[config.mk]
export PLATFORM = sky130hd
export DESIGN_NAME = mux4_rr_arbiter
export DESIGN_NICKNAME = d
export VERILOG_FILES = /design/src/rtl/mux4_rr_arbiter.sv
export SDC_FILE = /design/constraint.sdc
export NUM_CORES = 1
export LEC_CHECK = 0
export BUFFER_PORTS_ARGS = -buffer_cell sky130_fd_sc_hd__buf_2
export CORE_ASPECT_RATIO = 1.5
export CORE_MARGIN = 10
export CORE_UTILIZATION = 37
export DETAILED_ROUTE_END_ITERATION = 12
export HOLD_SLACK_MARGIN = 0.02
export MAX_ROUTING_LAYER = met4
export PLACE_DENSITY = 0.68
export SYNTH_ARGS = -nofsm -noshare
export SYNTH_HDL_FRONTEND = slang
export SYNTH_SLANG_ARGS = --single-unit
[constraint.sdc]
create_clock -name clk -period 3.7 [get_ports clk]
set_clock_uncertainty 0.1 [all_clocks]
set_input_delay 0.74 -clock clk [delete_from_list [all_inputs] [get_ports clk]]
set_output_delay 0.74 -clock clk [all_outputs]
set_load 0.02 [all_outputs]
[src/rtl/mux4_rr_arbiter.sv]
// Round-robin owner arbiter for a shared 4:1 32-bit select path.
// Grants are held until the resource signals done, with bounded relocking and a hang timeout.
module mux4_rr_arbiter #(
  parameter int TIMEOUT_CYCLES = 16,
  parameter int MAX_LOCK       = 4
) (
  input  logic       clk,
  input  logic       rst_n,
  input  logic [3:0] req_i,
  input  logic [3:0] lock_i,
  input  logic       done_i,
  output logic [3:0] gnt_o,
  output logic [1:0] sel_o,
  output logic       busy_o,
  output logic       timeout_o
);

  localparam logic [0:0] IDLE = 1'b0;
  localparam logic [0:0] OWN  = 1'b1;

  localparam int HW = (TIMEOUT_CYCLES > 1) ? $clog2(TIMEOUT_CYCLES) : 1;
  localparam int LW = (MAX_LOCK > 1) ? $clog2(MAX_LOCK) : 1;
  localparam logic [HW-1:0] HOLD_LAST = HW'(TIMEOUT_CYCLES - 1);
  localparam logic [LW-1:0] LOCK_LAST = LW'(MAX_LOCK - 1);
  localparam bit            TMO_EN    = (TIMEOUT_CYCLES != 0);

  logic [0:0]    state_r, state_s;
  logic [1:0]    sel_r, sel_s;
  logic [1:0]    ptr_r, ptr_s;
  logic [3:0]    gnt_r, gnt_s;
  logic [HW-1:0] hold_r, hold_s;
  logic [LW-1:0] lock_r, lock_s;
  logic          timeout_r, timeout_s;
  logic [2:0]    pick_s;
  logic [2:0]    repick_s;
  logic          relock_s;
  logic          tmo_hit_s;

  // Returns {found, index} of the first set request scanning start, start+1, ... mod 4.
  function automatic logic [2:0] rr_pick(input logic [3:0] req, input logic [1:0] start);
    logic [2:0] res;
    logic [1:0] idx;
    res = 3'b000;
    for (int i = 3; i >= 0; i--) begin
      idx = start + 2'(i);
      if (req[idx]) begin
        res = {1'b1, idx};
      end else begin
        res = res;
      end
    end
    return res;
  endfunction

  // Arbitration candidates: fresh pick from IDLE and release pick with the owner masked.
  always_comb begin
    pick_s    = rr_pick(req_i, ptr_r);
    repick_s  = rr_pick(req_i & ~(4'b0001 << sel_r), sel_r + 2'd1);
    relock_s  = lock_i[sel_r] && req_i[sel_r] && (lock_r < LOCK_LAST);
    tmo_hit_s = TMO_EN && (hold_r == HOLD_LAST);
  end

  // Next-state logic for ownership, pointer and counters.
  always_comb begin
    state_s   = state_r;
    sel_s     = sel_r;
    ptr_s     = ptr_r;
    gnt_s     = gnt_r;
    hold_s    = hold_r;
    lock_s    = lock_r;
    timeout_s = 1'b0;
    case (state_r)
      IDLE: begin
        if (pick_s[2]) begin
          state_s = OWN;
          sel_s   = pick_s[1:0];
          gnt_s   = 4'b0001 << pick_s[1:0];
          hold_s  = '0;
          lock_s  = '0;
        end else begin
          gnt_s = 4'b0000;
        end
      end
      OWN: begin
        if (done_i && relock_s) begin
          lock_s = lock_r + LW'(1);
          hold_s = '0;
        end else if (done_i || tmo_hit_s) begin
          // done_i has priority, so a coincident timeout is a normal release
          timeout_s = !done_i;
          ptr_s     = sel_r + 2'd1;
          lock_s    = '0;
          hold_s    = '0;
          if (repick_s[2]) begin
            sel_s = repick_s[1:0];
            gnt_s = 4'b0001 << repick_s[1:0];
          end else begin
            state_s = IDLE;
            gnt_s   = 4'b0000;
          end
        end else if (hold_r != {HW{1'b1}}) begin
          hold_s = hold_r + HW'(1);
        end else begin
          hold_s = hold_r;
        end
      end
      default: begin
        state_s = IDLE;
        gnt_s   = 4'b0000;
      end
    endcase
  end

  // State and output registers.
  always_ff @(posedge clk or negedge rst_n) begin
    if (!rst_n) begin
      state_r   <= IDLE;
      sel_r     <= 2'd0;
      ptr_r     <= 2'd0;
      gnt_r     <= 4'b0000;
      hold_r    <= '0;
      lock_r    <= '0;
      timeout_r <= 1'b0;
    end else begin
      state_r   <= state_s;
      sel_r     <= sel_s;
      ptr_r     <= ptr_s;
      gnt_r     <= gnt_s;
      hold_r    <= hold_s;
      lock_r    <= lock_s;
      timeout_r <= timeout_s;
    end
  end

  assign gnt_o     = gnt_r;
  assign sel_o     = sel_r;
  assign busy_o    = (state_r == OWN);
  assign timeout_o = timeout_r;

endmodule

==> out/metrics.cfg <==
[run_status]
status = completed

[clock_network]
insertion_delay_ns = 0.25
path_clk_slew_ns = 0.06
root_buffer = clkbuf_8
postCtsHoldBufs = 0
post_cts_buffers = 0
htreeDepth = 1
cts_resized = 0
numCtsBuffers = 3
tritoncts = yes
cts_buffer_depth = 2
clock-sinks = 16

[floorplanning]
initial_utilization_pct = 38.56
num_rows = 24
fp.dieW_um = 65.22
die_y_um = 87.83
core_area_sq_um = 2943
dieArea_sq_um = 5728
pin_count = 19

[sta]
fin_tns_setup_ns = 0
worst_slack_ns = 1.386
post-route-min-period_ns = 2.314
slew_viol_final = 0
grt_setup_unrepaired = no
hold_violations = 0
slew_headroom_pct = 65.10
setup_viol = 0
fmax_mhz = 432.1
post-route-period-util_pct = 62.55
worst_pin_slew_ns = 0.5224

[final_layout]
nets = 159
drive_gt1_share_pct = 21.28
antenna_cells = 0
fin_util_pct = 44.26
area_delta_synth_final_pct = 14.77

[synthesis]
synth_cell_types = 39
synth_edf_count = 0
synth_area_sq_um = 1135
avgSynthCellArea_sq_um = 9.079
synth_warnings = 0
synthCells = 125
yosysSeqAreaShare_pct = 35.28
synthArstFlopShare_pct = 100.0
ys_ff_latch = 16
syn_nets = 142
ys_dominant_reg_cell = dfrtp_1

[critical_path]
critPathKind = flip-flop to flip-flop
cp-end-kind = flip-flop
crit_arrival_ns = 2.37
required_ns = 3.76
r2r_slack_ns = 1.39
timing.rr.start = sel_o[0]
cp_max_fo = 10
reg2reg_to = gnt_o[0]
rr_worst_depth = 7
start_kind = flip-flop
critPathLaunch = sel_o[0]

[power_and_ir_drop]
vdd_ir_drop_max_v = 0.0003950
power.leakage_nw = 0.5976
power_density_nw_per_um2 = 727.2

[min_path]
hp-class = input port to async pin

[global_route]
antenna_found_initial = 0
gr-total-overflow = 0
grt_max_degree = 17
track_usage_pct = 10.70
grt_pass1_vias = 972
grt_pass1_wl_mm = 4.650

[drt]
num_vias = 1024
drc_errors = 0
first_iter_violations = 57
firstDrtPassIters = 4
antenna_left = 0
viasPerCell = 5.689
totalWireLength_mm = 2.755
wl_per_cell_um = 15.31

[placed_design]
gp_congestion = 0.8222
place_worst_setup_slack_ns = 1.341
portBuffers = 18
hpwl_mm = 2.192

[job]
cap_viol_max_count = 0

## layer usage
metal | vias up | GRT usage (%) | wire [um] | part of all wire [%]
li1 | 502 | - | - | -
met1 | 486 | 11.40 | 1173 | 43
met2 | 31 | 17.99 | 1404 | 51
met3 | 5 | 2.174 | 117 | 4.2
met4 | 0 | 5.859 | 60 | 2.2
met5 | - | - | 0 | 0
## placed cells by master (no fill, tap or decap), drive strengths merged
cell type / instances
a211o: 1
a211oi: 2
a21o: 2
a21oi: 5
a221o: 1
a221oi: 1
a22o: 1
a22oi: 5
a311oi: 1
a31o: 1
a31oi: 3
a32o: 1
and2: 1
and4: 1
buf: 18
clkbuf: 4
dfrtp: 16
ha: 6
inv: 5
mux2: 2
mux2i: 5
mux4: 1
nand2: 13
nand2b: 5
nand3: 4
nand3b: 4
nand4: 2
nand4b: 1
nor2: 7
nor2b: 3
nor3: 3
nor4: 1
o2111a: 1
o21ai: 10
o31ai: 4
## worst max-delay path, stage by stage, from the launching register on
cell and delay, ns:
dfrtp_1 0.56, inv_2 0.14, ha_1 0.22, nor2b_1 0.42, nor2_1 0.10, o31ai_1 0.25, nand4b_1 0.16, o31ai_1 0.27
## Yosys cell counts, drive strengths merged (3+ instances only)
cell	n	area share, %
o31ai	4	3.9
nand2	13	4.3
a21oi	5	2.2
mux2i	5	4.4
a22oi	5	3.3
clkbuf	5	1.9
nand2b	5	2.8
inv	5	1.7
nor2b	3	1.7
ha	6	6.6
nor2	7	2.3
dfrtp	16	35
nor3	3	1.3
a31oi	3	1.7
nand3	4	1.8
nand3b	4	2.6
o21ai	10	4.4
## how the worst max path moves through the flow
| stage | endpoint | depth (start not counted) |
|---|---|---|
| after floorplan | sel_o[0] | 6 |
| after global placement | gnt_o[2] | 6 |
| after detailed placement | sel_o[1] | 6 |
| after CTS | gnt_o[0] | 7 |
| after global routing | gnt_o[0] | 7 |
| final | gnt_o[0] | 7 |
## flip-flops by register name, indices dropped and copies added (netlist names)
name / flops
busy_o: 1
gnt_o: 4
hold_r: 4
lock_r: 2
ptr_r: 2
sel_o: 2
timeout_o: 1
## through the flow
step | hold slack [ns] | total power, W | cell area, sq um | std cells
6_report | 0.2891 | 0.0009472 | 1303 | 180
5_1_grt | 0.3163 | 0.001023 | 1303 | 180
4_1_cts | 0.3010 | 0.0009546 | 1303 | 180
3_5_place_dp | 0.4003 | 0.0007935 | 1247 | 176
3_3_place_gp | 0.3970 | 0.0007853 | 1247 | 176
2_1_floorplan | 0.3444 | 0.0006653 | 1135 | 125
## final cells by class
type | count | area, sq um
flip-flops and latches | 16 | 400.4
well taps | 39 | 48.80
inverters | 5 | 18.77
fillers | 313 | 1640
multi-input cells | 98 | 689.4
clock buffers | 4 | 55.05
repair buffers | 18 | 90.09
## logic make-up after synthesis
family	after synthesis	synth area share, %
compound gates	39	25.25
fa+ha+maj	6	6.615
mux	8	8.379
simple gates	45	20.51
buf+inv	11	3.968
flops	16	35.28
## power breakdown
part           switching [W]  internal, W  leakage (nW)
sequential         0.0000661     0.000229         0.203
clock              0.0000634    0.0000946        0.0288
combinational       0.000291     0.000203         0.366
total               0.000420     0.000527         0.598
Power figures use the tool's default switching activity.
